**src/rtl/pll_rst_ctrl.sv**
```systemverilog
// PLL reset sequencer: pulses the PLL reset, waits for a stable synchronized lock,
// then releases downstream domain resets one by one and watches for lock loss.
module pll_rst_ctrl #(
    parameter int RST_HOLD_CYC     = 100,
    parameter int LOCK_STABLE_CYC  = 1024,
    parameter int LOCK_TIMEOUT_CYC = 1000000,
    parameter int RELEASE_GAP_CYC  = 16,
    parameter int N_DOM            = 3
) (
    input  logic             sys_clk,
    input  logic             sys_rst_n,
    input  logic             pll_lock,
    input  logic             soft_rst_req,
    output logic             pll_rst,
    output logic [N_DOM-1:0] rst_n_out,
    output logic             ready,
    output logic             timeout_err,
    output logic [7:0]       lock_lost_cnt,
    output logic [1:0]       state_dbg
);

    localparam int HOLD_W   = $clog2(RST_HOLD_CYC + 1);
    localparam int STABLE_W = $clog2(LOCK_STABLE_CYC + 1);
    localparam int TO_W     = $clog2(LOCK_TIMEOUT_CYC + 1);
    localparam int GAP_W    = $clog2(RELEASE_GAP_CYC + 1);

    localparam logic [HOLD_W-1:0]   HOLD_LAST   = HOLD_W'(RST_HOLD_CYC - 1);
    localparam logic [STABLE_W-1:0] STABLE_LAST = STABLE_W'(LOCK_STABLE_CYC - 1);
    localparam logic [TO_W-1:0]     TO_LAST     = TO_W'(LOCK_TIMEOUT_CYC - 1);
    localparam logic [GAP_W-1:0]    GAP_LAST    = GAP_W'(RELEASE_GAP_CYC - 1);

    typedef enum logic [1:0] {
        S_RESET_PLL = 2'd0,
        S_WAIT_LOCK = 2'd1,
        S_RELEASE   = 2'd2,
        S_RUN       = 2'd3
    } state_t;

    state_t              state;
    logic                lock_meta;
    logic                lock_s;
    logic [HOLD_W-1:0]   hold_cnt;
    logic [STABLE_W-1:0] stable_cnt;
    logic [TO_W-1:0]     timeout_cnt;
    logic [GAP_W-1:0]    gap_cnt;
    logic [N_DOM-1:0]    rel_next;
    logic                lock_loss;
    logic                timeout_hit;

    assign state_dbg = state;

    // Domain releases form a thermometer code growing from bit 0.
    assign rel_next    = (rst_n_out << 1) | N_DOM'(1);
    assign lock_loss   = !lock_s && (state == S_RELEASE || state == S_RUN);
    assign timeout_hit = (state == S_WAIT_LOCK) && (timeout_cnt == TO_LAST);

    always_ff @(posedge sys_clk or negedge sys_rst_n) begin
        if (!sys_rst_n) begin
            lock_meta <= 1'b0;
            lock_s    <= 1'b0;
        end else begin
            lock_meta <= pll_lock;
            lock_s    <= lock_meta;
        end
    end

    always_ff @(posedge sys_clk or negedge sys_rst_n) begin
        if (!sys_rst_n) begin
            state         <= S_RESET_PLL;
            pll_rst       <= 1'b1;
            rst_n_out     <= '0;
            ready         <= 1'b0;
            timeout_err   <= 1'b0;
            lock_lost_cnt <= 8'd0;
            hold_cnt      <= '0;
            stable_cnt    <= '0;
            timeout_cnt   <= '0;
            gap_cnt       <= '0;
        end else if (soft_rst_req || lock_loss || timeout_hit) begin
            // Every path back to RESET_PLL restarts the hold window from zero.
            state       <= S_RESET_PLL;
            pll_rst     <= 1'b1;
            rst_n_out   <= '0;
            ready       <= 1'b0;
            hold_cnt    <= '0;
            stable_cnt  <= '0;
            timeout_cnt <= '0;
            gap_cnt     <= '0;
            if (!soft_rst_req && lock_loss) begin
                if (lock_lost_cnt != 8'hFF) begin
                    lock_lost_cnt <= lock_lost_cnt + 8'd1;
                end
            end else if (!soft_rst_req && timeout_hit) begin
                timeout_err <= 1'b1;
            end
        end else begin
            case (state)
                S_RESET_PLL: begin
                    if (hold_cnt == HOLD_LAST) begin
                        state       <= S_WAIT_LOCK;
                        pll_rst     <= 1'b0;
                        hold_cnt    <= '0;
                        stable_cnt  <= '0;
                        timeout_cnt <= '0;
                    end else begin
                        hold_cnt <= hold_cnt + 1'b1;
                    end
                end
                S_WAIT_LOCK: begin
                    timeout_cnt <= timeout_cnt + 1'b1;
                    if (!lock_s) begin
                        stable_cnt <= '0;
                    end else if (stable_cnt == STABLE_LAST) begin
                        stable_cnt <= '0;
                        gap_cnt    <= '0;
                        rst_n_out  <= N_DOM'(1);
                        if (N_DOM == 1) begin
                            state <= S_RUN;
                            ready <= 1'b1;
                        end else begin
                            state <= S_RELEASE;
                        end
                    end else begin
                        stable_cnt <= stable_cnt + 1'b1;
                    end
                end
                S_RELEASE: begin
                    if (gap_cnt == GAP_LAST) begin
                        gap_cnt   <= '0;
                        rst_n_out <= rel_next;
                        if (&rel_next) begin
                            state <= S_RUN;
                            ready <= 1'b1;
                        end
                    end else begin
                        gap_cnt <= gap_cnt + 1'b1;
                    end
                end
                S_RUN: begin
                    state <= S_RUN;
                end
                default: begin
                    state   <= S_RESET_PLL;
                    pll_rst <= 1'b1;
                end
            endcase
        end
    end

endmodule

```
**config.mk**
```make
export PLATFORM = sky130hd
export DESIGN_NAME = pll_rst_ctrl
export DESIGN_NICKNAME = d
export VERILOG_FILES = /design/src/rtl/pll_rst_ctrl.sv
export SDC_FILE = /design/constraint.sdc
export NUM_CORES = 1
export LEC_CHECK = 0
export ABC_AREA = 1
export BUFFER_PORTS_ARGS = -buffer_cell sky130_fd_sc_hd__buf_2
export CORE_UTILIZATION = 60
export CTS_CLUSTER_DIAMETER = 30
export DETAILED_ROUTE_END_ITERATION = 6
export PLACE_DENSITY = 0.75
export SYNTH_ARGS = -nofsm -noshare
export SYNTH_HDL_FRONTEND = slang
export SYNTH_SLANG_ARGS = --single-unit
```
**constraint.sdc**
```tcl
create_clock -name sys_clk -period 5.9 [get_ports sys_clk]
set_clock_uncertainty 0.15 [all_clocks]
set_input_delay 0.59 -clock sys_clk [delete_from_list [all_inputs] [get_ports sys_clk]]
set_output_delay 0.59 -clock sys_clk [all_outputs]
set_load 0.005 [all_outputs]
```
[Word-level counts from Yosys, hierarchy flattened]
Index checks and enable logic that the tools add are counted.
Cells by class
  add/subtract/negate cells: 5
  equal/unequal tests: 13
  muxes and demuxes: 35
  bitwise gates (word level): 1
  reductions and logical operators: 26
Operators by type and width (count)
  $mux W11: 4
  $mux W20: 2
  $pmux W20 S2: 1
  $pmux W11 S2: 1
  $mux W7: 3
  $add A20 B1 Y20 const B: 1
  $eq A20 B20 Y1 const B: 1
  $mux W5: 4
  $mux W2: 6
  $mux W3: 4
  $reduce_and A3 Y1: 4
  $add A11 B1 Y11 const B: 1
  $eq A11 B10 Y1 const B: 1
  $pmux W5 S2: 1
  $reduce_bool A2 Y1: 5
  $ne A3 B1 Y1 const B: 3
  $add A8 B1 Y8 const B: 1
  $ne A8 B8 Y1 const B: 1
  $pmux W2 S4: 1
  $add A7 B1 Y7 const B: 1
  $eq A7 B7 Y1 const B: 1
  $mux W1: 7
  $pmux W3 S2: 1
  $reduce_and A2 Y1: 3
  14 further kinds: 22
Word-level totals
  flip-flop bits (word level): 61
  output and inout port bits: 16
  word-level logic and storage cells: 92

[Longest topological paths before layout]
  depth in word-level cells: 7
  gate-level depth with buffers: 12
  gate-level depth less buffers: 11

[Worst setup path before layout]
No wires, ideal clock.
  path type: register to register
  from: register state[1] (netlist: state_dbg[1])
  to: register timeout_cnt[6]
  setup time: 0.122 ns
  arrival: 1.722 ns
  setup slack: 3.907 ns
  stages on the path, launching flop included: 12
  path buffers: 2
  clock period less this slack: 1.993 ns
  cells stage by stage: dfrtp_1 -> inv_1 -> ha_1 -> buf_4 -> nand3_1 -> nor2_1 -> nand3_4 -> nand2_2 -> inv_2 -> buf_4 -> nand4_1 -> o21ai_1
Between the ends
  longest elaborated chain between the ends: 7
RTL lines
  start: declaration: RTL line 39  | state_t state;
  start signal: assignment: RTL line 69  | state <= S_RESET_PLL;
  start signal: assignment: RTL line 81  | state <= S_RESET_PLL;
  start signal: assignment: RTL line 100  | state <= S_WAIT_LOCK;
  $eq A2 B2 Y1: RTL line 54  | assign lock_loss = !lock_s && (state == S_RELEASE || state == S_RUN);
  $logic_or A1 B1 Y1: RTL line 54
  $logic_and A1 B1 Y1: RTL line 54
  $logic_or A1 B1 Y1 (2 in series): RTL line 79  | end else if (soft_rst_req || lock_loss || timeout_hit) begin
  $ne A3 B3 Y1 (no source line) or $reduce_bool A3 Y1 (tied branches)
  $reduce_and A2 Y1 (no source line)
  end signal: assignment: RTL line 110  | timeout_cnt <= timeout_cnt + 1'b1;
  end: declaration: RTL line 44  | logic [TO_W-1:0] timeout_cnt;
Parallel ways exist; a longest one is shown, timed or not.
A chain may end at the register's enable or synchronous reset.

[Final worst setup path]
  from: register state[1] (netlist: state_dbg[1])
  to: register stable_cnt[3]
Between the ends
  longest elaborated chain between the ends: 7
RTL lines
  $eq A2 B2 Y1: RTL line 54
  $logic_or A1 B1 Y1: RTL line 54
  $logic_and A1 B1 Y1: RTL line 54
  $logic_or A1 B1 Y1 (2 in series): RTL line 79
  $ne A3 B3 Y1 (no source line) or $reduce_bool A3 Y1 (tied branches)
  $reduce_and A2 Y1 (no source line)
  end signal: assignment: RTL line 124  | stable_cnt <= stable_cnt + 1'b1;
  end: declaration: RTL line 43  | logic [STABLE_W-1:0] stable_cnt;
Parallel ways exist; a longest one is shown, timed or not.

==> impl_summary.log <==
INFO  metric first_pass_iters = 5
INFO  metric grt_remaining_overflow = 0
INFO  metric flow.area_growth_from_synthesis = 7.19%
INFO  metric clockRootBuffer = clkbuf_8
INFO  metric die_h = approximately 80 um
INFO  metric detail_route.drc_violations = 0
INFO  metric core.rowCount = 28
INFO  metric hold_path_class = primary input to flip-flop
INFO  metric tightestPinTransition = about 750 ps
INFO  metric cap_viol_max_count = 0
INFO  metric synthTopCellsByArea = dfrtp_1 (40%), nand2_1 (15%), nor2_1 (6.0%)
INFO  metric grt_resource_usage_total = 27.5%
INFO  metric hold_buffers = 0
INFO  metric route.vias.total = about 3400
INFO  metric synth_largest_type_area_fraction = between 30% and 40%
INFO  metric number_of_clock_buffers_inserted_by_tritoncts = 9
INFO  metric cp_max_fo = 37
INFO  metric fillers = ~500
INFO  metric power_density = about 290 nW/um^2
INFO  metric postCtsResizedCells = 0
INFO  metric drt_wl_total = ~8000 um
INFO  metric rsz0062_at_grt = no
INFO  metric vias_in_the_first_global_route = roughly 3000
INFO  metric port_buffers = 19
INFO  metric fin_tns_setup = 0 ps
INFO  metric fmax = approximately 330 MHz
INFO  metric post-cts-setup-buffers = 0
INFO  metric syn_area = around 3800 um^2
INFO  metric vias_per_cell = between 5 and 6
INFO  metric final_min_period_over_clock_period = 51.0%
INFO  metric synthesis.nets = about 530
INFO  metric antenna_cells_inserted = 0
INFO  metric dp_hpwl = 5740 um
INFO  metric number_of_sinks_on_the_clock_net = 61
INFO  metric cp.arrival = 3130 ps
INFO  metric die_w = between 80 and 90 um
INFO  metric crit_required = 6020 ps
INFO  metric ios = 20
INFO  metric total_power = about 1200 uW
INFO  metric finalSetupViolCount = 0
INFO  metric clock_tree.htree_level_count = 3
INFO  metric outcome = completed
INFO  metric routabilityCongestion = approximately 0.91
INFO  metric grt_first_pass_wirelength = ~14000 um
INFO  metric synth_flop_cell = dfrtp_1
INFO  metric grt_start_max_net_pins = a little over 60
INFO  metric hold_viol = 0
INFO  metric slew_hr = about half
INFO  metric cell_variety_after_synth = 36
INFO  metric path_class = flip-flop to flip-flop
INFO  metric r2r_slack = 2890 ps
INFO  metric synth_enable_flop_cells = 0
INFO  metric syn-instance-count = roughly 510
INFO  metric die_area = roughly 6600 um^2
INFO  metric crit_path_end_kind = flip-flop
INFO  metric grt_antenna_before_repair = 0
INFO  metric clk_latency = 350 ps
INFO  metric design.final.nets = around 540
INFO  metric synth_sequential_area_ratio = ~40%
INFO  metric post-route-util = about two thirds
INFO  metric cts.reportedPaths.clkPinSlew = ~70 ps
INFO  metric timing.critical_path.from_type = flip-flop
INFO  metric floorplan.core_area = 5990 um^2
INFO  metric yosys.area.top_type = dfrtp_1
INFO  metric leakagePower = approximately 0.0018 uW
INFO  metric final.min_clock_period = ~3000 ps
INFO  metric cts_tree = built
INFO  metric clockBufferDepth = 2
INFO  metric routedWlPerCell = approximately 13 um
INFO  metric yosysWarnings = 0
INFO  metric detailedRoute.firstIterationViolations = approximately 290
INFO  metric post_synth.cell_area_avg = about 7.4 um^2
INFO  metric synth-seq-cells = 61
INFO  metric final_layout_size_suffix_gt1_share = approximately 11%
INFO  metric maxSlewViolCount = 0
INFO  metric floorplan.initialDensity = 63.1%
INFO  metric synth-async-reset-ratio = 100%
INFO  metric max-vdd-ir-drop = roughly 0.00028 V
INFO  metric ant_nets = 0
==> registers in the layout, indices dropped and copies added, names as in the netlist <==
name and flops:
timeout_cnt 20, stable_cnt 11, lock_lost_cnt 8, hold_cnt 7
gap_cnt 5, rst_n_out 3, state_dbg 2, lock_meta 1
lock_s 1, pll_rst 1, ready 1, timeout_err 1
==> final cells by class <==
type	count	area, um^2	share of cell area [%]
Inverter	54	203	5.01
Tap cell	75	93.8	2.32
Clock inverter	5	27.5	0.680
Timing Repair Buffer	20	103	2.53
Multi-Input combinational cell	384	1960	48.5
Clock buffer	11	131	3.24
Sequential cell	61	1530	37.7
==> layer usage <==
layer	part of all wire [%]	vias to the layer above	global-route usage (%)
met5	0	-	0
met4	1.3	0	9.11
met3	4.1	12	5.96
met2	44	80	43.4
met1	50	1564	37.3
li1	-	1704	-
==> cells by family after synthesis <==
family,synth area share (%)
compound gates,6.56
buf+inv,7.59
xor+xnor,4.17
flops,40.4
fa+ha+maj,3.31
simple gates,37.9
==> synthesized netlist by cell type, types with 2 or more instances <==
master    number
o21bai_1       5
o21ai_0       10
nand2_2        2
nand2_1      148
buf_2          7
xnor2_1        2
nand3_1       44
nand3_4        2
dfrtp_1       60
buf_6          2
inv_2          5
ha_1          10
o22ai_1        5
inv_1         49
xor2_1        16
nor3_1        14
nor2_2         5
o21ai_1       18
or2_2          4
buf_4          3
nor2_1        60
nand4_1       27
==> cells in the final DEF, fill, tap and decap left out, types with 10 or more instances in the layout <==
master,n
nand2_1,148
nor2_1,60
dfrtp_1,60
inv_1,49
nand3_1,44
nand4_1,27
buf_2,19
o21ai_1,18
xor2_1,16
nor3_1,14
o21ai_0,10
ha_1,10
==> power by group <==
| part | internal (uW) | total (uW) | switching (uW) |
|---|---|---|---|
| logic | 92.1 | 347 | 255 |
| registers | 456 | 501 | 45.2 |
| clock network | 149 | 316 | 166 |
| total | 697 | 1160 | 467 |
==> worst paths after layout <==
kind	depth (start not counted)	startpoint	to
setup / recovery	10	state_dbg[1]$_DFFE_PN0P_	stable_cnt[3]$_DFFE_PN0P_
hold / removal	1	pll_lock	lock_meta$_DFF_PN0_
setup reg to reg	10	state_dbg[1]$_DFFE_PN0P_	stable_cnt[3]$_DFFE_PN0P_
hold reg to reg	0	lock_meta$_DFF_PN0_	lock_s$_DFF_PN0_
max in group asynchronous	2	sys_rst_n	state_dbg[0]$_DFFE_PN0P_
min in group asynchronous	2	sys_rst_n	timeout_cnt[16]$_DFFE_PN0P_
==> per-stage QoR <==
stage | cell area [um^2] | worst slack, ps | hold WS [ps] | instances
2_1_floorplan | 3780 | 3910 | 144 | 512
3_3_place_gp | 3890 | 3020 | 185 | 594
3_5_place_dp | 3890 | 2910 | 190 | 594
4_1_cts | 4050 | 2910 | 190 | 610
5_1_grt | 4050 | 2660 | 187 | 610
6_report | 4050 | 2890 | 198 | 610
==> critical path: stages (launching register included) <==
cell and delay [ps]:
dfrtp_1 410, inv_1 110, ha_1 650, nand3_1 140
nor2_1 220, nand3_4 200, nand3_4 210, nand2_4 260
inv_2 380, nand2_1 100, o21ai_1 80
Power figures use the tool's default switching activity.
